===== src/rtl/arb_pkg.sv =====
// Shared constants and types for the 16-requester round-robin arbiter.
//   NUM_REQ      : number of requesters (fixed by the 4-to-16 grant decoder)
//   IDX_W        : width of grant index and round-robin pointer
//   MAX_HOLD_DEF : default cap on consecutive grant cycles (timeout build only)
//   state_e      : arbiter state {IDLE, GRANT}
package arb_pkg;

    localparam int unsigned NUM_REQ      = 16;
    localparam int unsigned IDX_W        = 4;
    localparam int unsigned MAX_HOLD_DEF = 8;

    typedef enum logic [0:0] {
        IDLE  = 1'b0,
        GRANT = 1'b1
    } state_e;

endpackage


===== src/rtl/rr_pick16.sv =====
// Rotating-priority finder: returns the first set bit of (req & ~mask),
// scanning ptr, ptr+1, ..., 15, 0, ..., ptr-1.
//   req   : request vector
//   ptr   : highest-priority position
//   mask  : bits excluded from this pick
//   idx   : winning index (0 when nothing found)
//   found : at least one eligible request
module rr_pick16
    import arb_pkg::*;
(
    input  logic [NUM_REQ-1:0] req,
    input  logic [IDX_W-1:0]   ptr,
    input  logic [NUM_REQ-1:0] mask,
    output logic [IDX_W-1:0]   idx,
    output logic               found
);

    logic [NUM_REQ-1:0] eligible;
    logic [IDX_W-1:0]   pos;

    assign eligible = req & ~mask;

    // Scan from the farthest distance back to ptr so the nearest hit is
    // the last assignment and therefore wins.
    always_comb begin
        idx   = '0;
        found = 1'b0;
        pos   = '0;
        for (int k = NUM_REQ - 1; k >= 0; k--) begin
            pos = ptr + IDX_W'(k);
            if (eligible[pos]) begin
                idx   = pos;
                found = 1'b1;
            end
        end
    end

endmodule


===== config.mk =====
export PLATFORM = sky130hd
export DESIGN_NAME = rr_pick16
export DESIGN_NICKNAME = d
export VERILOG_FILES = /design/src/rtl/arb_pkg.sv /design/src/rtl/rr_pick16.sv
export SDC_FILE = /design/constraint.sdc
export NUM_CORES = 1
export LEC_CHECK = 0
export CORE_MARGIN = 1
export CORE_UTILIZATION = 65
export DETAILED_ROUTE_END_ITERATION = 8
export DONT_BUFFER_PORTS = 1
export PLACE_DENSITY = 0.81
export SETUP_SLACK_MARGIN = 0.5
export SLEW_MARGIN = 20
export SYNTH_ARGS = -nofsm -noshare
export SYNTH_HDL_FRONTEND = slang
export SYNTH_SLANG_ARGS = --single-unit
export TNS_END_PERCENT = 30

===== constraint.sdc =====
create_clock -name vclk -period 6.7
set_input_delay 1.675 -clock vclk [all_inputs]
set_output_delay 1.675 -clock vclk [all_outputs]
set_load 0.005 [all_outputs]

Word-level counts from Yosys, hierarchy flattened:

Index checks and enable logic that the tools add are counted.

* register bits after elaboration: 0
* bits of input ports: 36
* output and inout bits: 5
* word-level logic and storage cells: 97

* add/sub/neg operators: 15
* $lt $le $gt $ge: 16
* muxes and demuxes: 64
* bitwise gates (word level): 2

Operators with widths (count)
* 4-bit by 5-bit less-than comparator with 1-bit output (second input constant): 16
* 1-bit binary-select mux with 4-bit select: 16
* 4-bit 2-to-1 mux: 16
* 4-bit adder (second input constant): 8
* 1-bit 2-to-1 mux: 32
* 4-bit by 3-bit adder with 4-bit output (second input constant): 4
* 16-bit AND: 1
* 16-bit NOT: 1
* 4-bit by 2-bit adder with 4-bit output (second input constant): 2
* 4-bit by 1-bit adder with 4-bit output (second input constant): 1

Longest topological paths before layout:

* depth in word-level cells: 20
* gate-level depth with buffers: 12
* depth with buffers taken out: 11

Worst setup path before layout:

Ideal clock, no wire load.

* kind: input port to output port
* start: input port ptr[0]
* end: output port idx[0]
* arrival time: 4202 ps
* required time: 5025 ps
* path slack: 823 ps
* stages: 11
* buffers on the path: 2
* path through: buf_6 -> inv_2 -> buf_4 -> ha_1 -> xnor2_2 -> mux4_2 -> a21oi_1 -> nand2_1 -> a2111oi_0 -> o22ai_1 -> a21oi_1

* cells in the longest elaborated chain, start to end: 19
* elaborated cells on any way between the ends: 63
* those cells by class: 15 x add/sub; 48 x mux

RTL lines
* start, declared: line rr_pick16.sv:12 `input logic [IDX_W-1:0] ptr,`
* 4-bit adder: line rr_pick16.sv:30 `pos = ptr + IDX_W'(k);`
* 1-bit binary-select mux with 4-bit select: line rr_pick16.sv:31 `if (eligible[pos]) begin`
* 1-bit 2-to-1 mux (implied by the code): line rr_pick16.sv:31
* 4-bit 2-to-1 mux (15 in a row): line rr_pick16.sv:31
* 4-bit 2-to-1 mux (*): line rr_pick16.sv:31
* end, declared: line rr_pick16.sv:14 `output logic [IDX_W-1:0] idx,`

Mark *: on every way between the ends. The rest lies on a longest branch, timed or not. The select of a mux whose other input is x is not followed.

Worst setup path after layout:

* start: input port ptr[0]
* end: output port idx[2]

The elaborated chain is that of the path after synthesis.

==> run_results.csv <==
group,metric,value,unit
timing,maxSlewViolCount,0,
detailed_routing,drt_iter0_drc,247,
floorplanning,num_rows,21,
timing,tightest_slew,677,ps
layout,final_cell_mix,"o21ai_0 (29), nor2_1 (24), nand2b_1 (19), nand2_1 (19), mux4_2 (18)",
logic_synthesis,synth_cell_types,64,
floorplanning,boundaryPins,41,
floorplanning,die_width,61.9,µm
layout,final_cell_area,2310,µm²
layout,seqCellArea,0,µm²
layout,diodes,0,
power,peakVddDrop,0.0506,mV
timing,finalCriticalPeriod,6060,ps
detailed_routing,vias,2400,
placed_design,io_buffers,0,
layout,area_growth_syn_to_layout,-1.02,%
worst_setup_path,cp_slowest_cell,"ha_1",
status,run_status,"complete, no violations",
worst_setup_path,path_cells,"inv_2 -> ha_1 -> inv_1 -> mux4_2 -> mux2_4 -> nand3_1 -> o21ai_1 -> a2111oi_0 -> o211a_1 -> o41ai_2",
timing,finalSetupTns,0,ps
floorplanning,die-height,61.9,µm
layout,final_util,68.1,%
logic_synthesis,syn_nets,337,
grt,met3_usage,7.87,%
layout,final_common_cell,"o21ai_0",
worst_setup_path,start_kind,"input port",
min_path,hp-class,"input port to output port",
placed_design,dp_hpwl,5730,µm
grt,gr-usage-met2,59.3,%
timing,rsz0062_at_grt,"false",
flow_run,maxCapViolations,0,
timing,hold_viol,0,
grt,grt_pass1_vias,2160,
power,power_density,119,nW/µm²
logic_synthesis,seq_area_frac_synth,0,%
detailed_routing,wirelength,7100,µm
layout,nets,323,
grt,use_met1,50.5,%
detailed_routing,drt_pass1_iterations,5,
grt,grt_busiest_layer,"met2",
logic_synthesis,synthCells,294,
min_path,min_from,"ptr[2]",
worst_setup_path,end_kind,"output port",
placed_design,place_area,2290,µm²
clock_tree,cts_setup_buffers,0,
timing,fmax,0.165,GHz
timing,setup_viol,0,
detailed_routing,routedWlPerCell,21.9,µm
grt,track_usage,37.9,%
logic_synthesis,syn-cell-area,2330,µm²
layout,nClkBuffers,0,
logic_synthesis,syn_area_per_cell,7.94,µm²
grt,grt-ovfl-total,0,
worst_setup_path,crit_fanout,40,
worst_setup_path,crit_required,5030,ps
floorplanning,core_area,3390,µm²
grt,grt_pass1_wl,10700,µm
detailed_routing,ant_nets,0,
min_path,hold_path_depth,2,
layout,layout-drive-gt1-share,15.8,%
worst_setup_path,cpPeakStageDelay,620,ps
placed_design,gp_congestion,1.07,
logic_synthesis,yosys_warnings,0,
detailed_routing,drcViolationCount,0,
worst_setup_path,worstPathArrival,4390,ps
grt,antenna_found_initial,0,
grt,grt_max_degree,41,
min_path,whs_endpoint,"idx[2]",
power,p_leak,0.848,nW
layout,nFlopsAndLatches,0,
floorplanning,die_area,3830,µm²
timing,slew_headroom,54.5,%
timing,whs,3540,ps
worst_setup_path,worstSetupPathType,"input port to output port",
timing,fin_crit_sh,90.5,%
floorplanning,start_util,68.8,%
detailed_routing,post_drt_via_cell_ratio,7.41,
power breakdown:
group / internal (mW) / switching, mW
Clock: 0 / 0
Sequential: 0 / 0
Combinational: 0.117 / 0.157
timing repair:
item / in CTS / in global routing
gates resized for setup: 0 / 2
hold buffers: 0 / 0
setup endpoints to repair: 0 / 2
worst max path at each step:
| stage | startpoint | depth (start not counted) | end |
|---|---|---|---|
| after CTS | ptr[0] | 9 | idx[2] |
| after global placement | ptr[0] | 9 | idx[2] |
| after floorplan | ptr[0] | 11 | idx[0] |
| after global routing | ptr[0] | 9 | idx[2] |
| final | ptr[0] | 10 | idx[2] |
| after detailed placement | ptr[0] | 9 | idx[2] |
cell families after synthesis:
kind of cell             after synthesis  share of synthesized area, %
adder cells (fa/ha/maj)                7                          3.75
XOR/XNOR                              12                          5.15
AO/OA/AOI/OAI                         87                          24.9
multiplexers                          41                          29.4
AND/OR/NAND/NOR                      117                          30.1
buffers and inverters                 30                          6.70
worst max-delay path, delay by kind of cell:
kind | cells | cell delay, ps
fa+ha+maj | 1 | 620
simple gates | 1 | 100
buf+inv | 2 | 370
compound gates | 4 | 890
mux | 2 | 730
layer usage:
| layer | wire [µm] | up-vias |
|---|---|---|
| li1 | - | 1104 |
| met3 | 711 | 36 |
| met5 | 0 | - |
| met2 | 3280 | 162 |
| met1 | 2810 | 1098 |
| met4 | 293 | 0 |
layout make-up:
class              count  area [µm²]
well taps             46        57.6
repair buffers         1        7.51
fillers              276        1080
multi-input cells    264        2200
inverters             13        48.8
stage by stage:
step / setup WS, ps / instances / power [mW]
after floorplan: 823 / 294 / 0.220
after global placement: 675 / 324 / 0.263
after detailed placement: 601 / 324 / 0.263
after CTS: 591 / 324 / 0.264
after global routing: 511 / 324 / 0.292
final: 640 / 324 / 0.274
synth_stat cells (4+ instances only):
| master | n | area [µm²] |
|---|---|---|
| a2111oi_0 | 4 | 35.0 |
| a211o_1 | 4 | 35.0 |
| a21boi_0 | 4 | 30.0 |
| a21oi_1 | 15 | 75.1 |
| buf_2 | 4 | 20.0 |
| clkbuf_1 | 6 | 22.5 |
| ha_1 | 7 | 87.6 |
| inv_1 | 10 | 37.5 |
| mux2_2 | 7 | 78.8 |
| mux2i_1 | 12 | 120 |
| mux4_2 | 18 | 405 |
| nand2_1 | 19 | 71.3 |
| nand2b_1 | 19 | 119 |
| nand3b_1 | 4 | 30.0 |
| nor2_1 | 24 | 90.1 |
| nor2b_1 | 12 | 75.1 |
| nor4b_1 | 4 | 35.0 |
| nor4bb_1 | 7 | 70.1 |
| o211ai_1 | 4 | 30.0 |
| o21ai_0 | 29 | 145 |
| o21ai_1 | 4 | 20.0 |
| xnor2_1 | 8 | 70.1 |
Note: power is estimated with default switching activity, not from simulation.
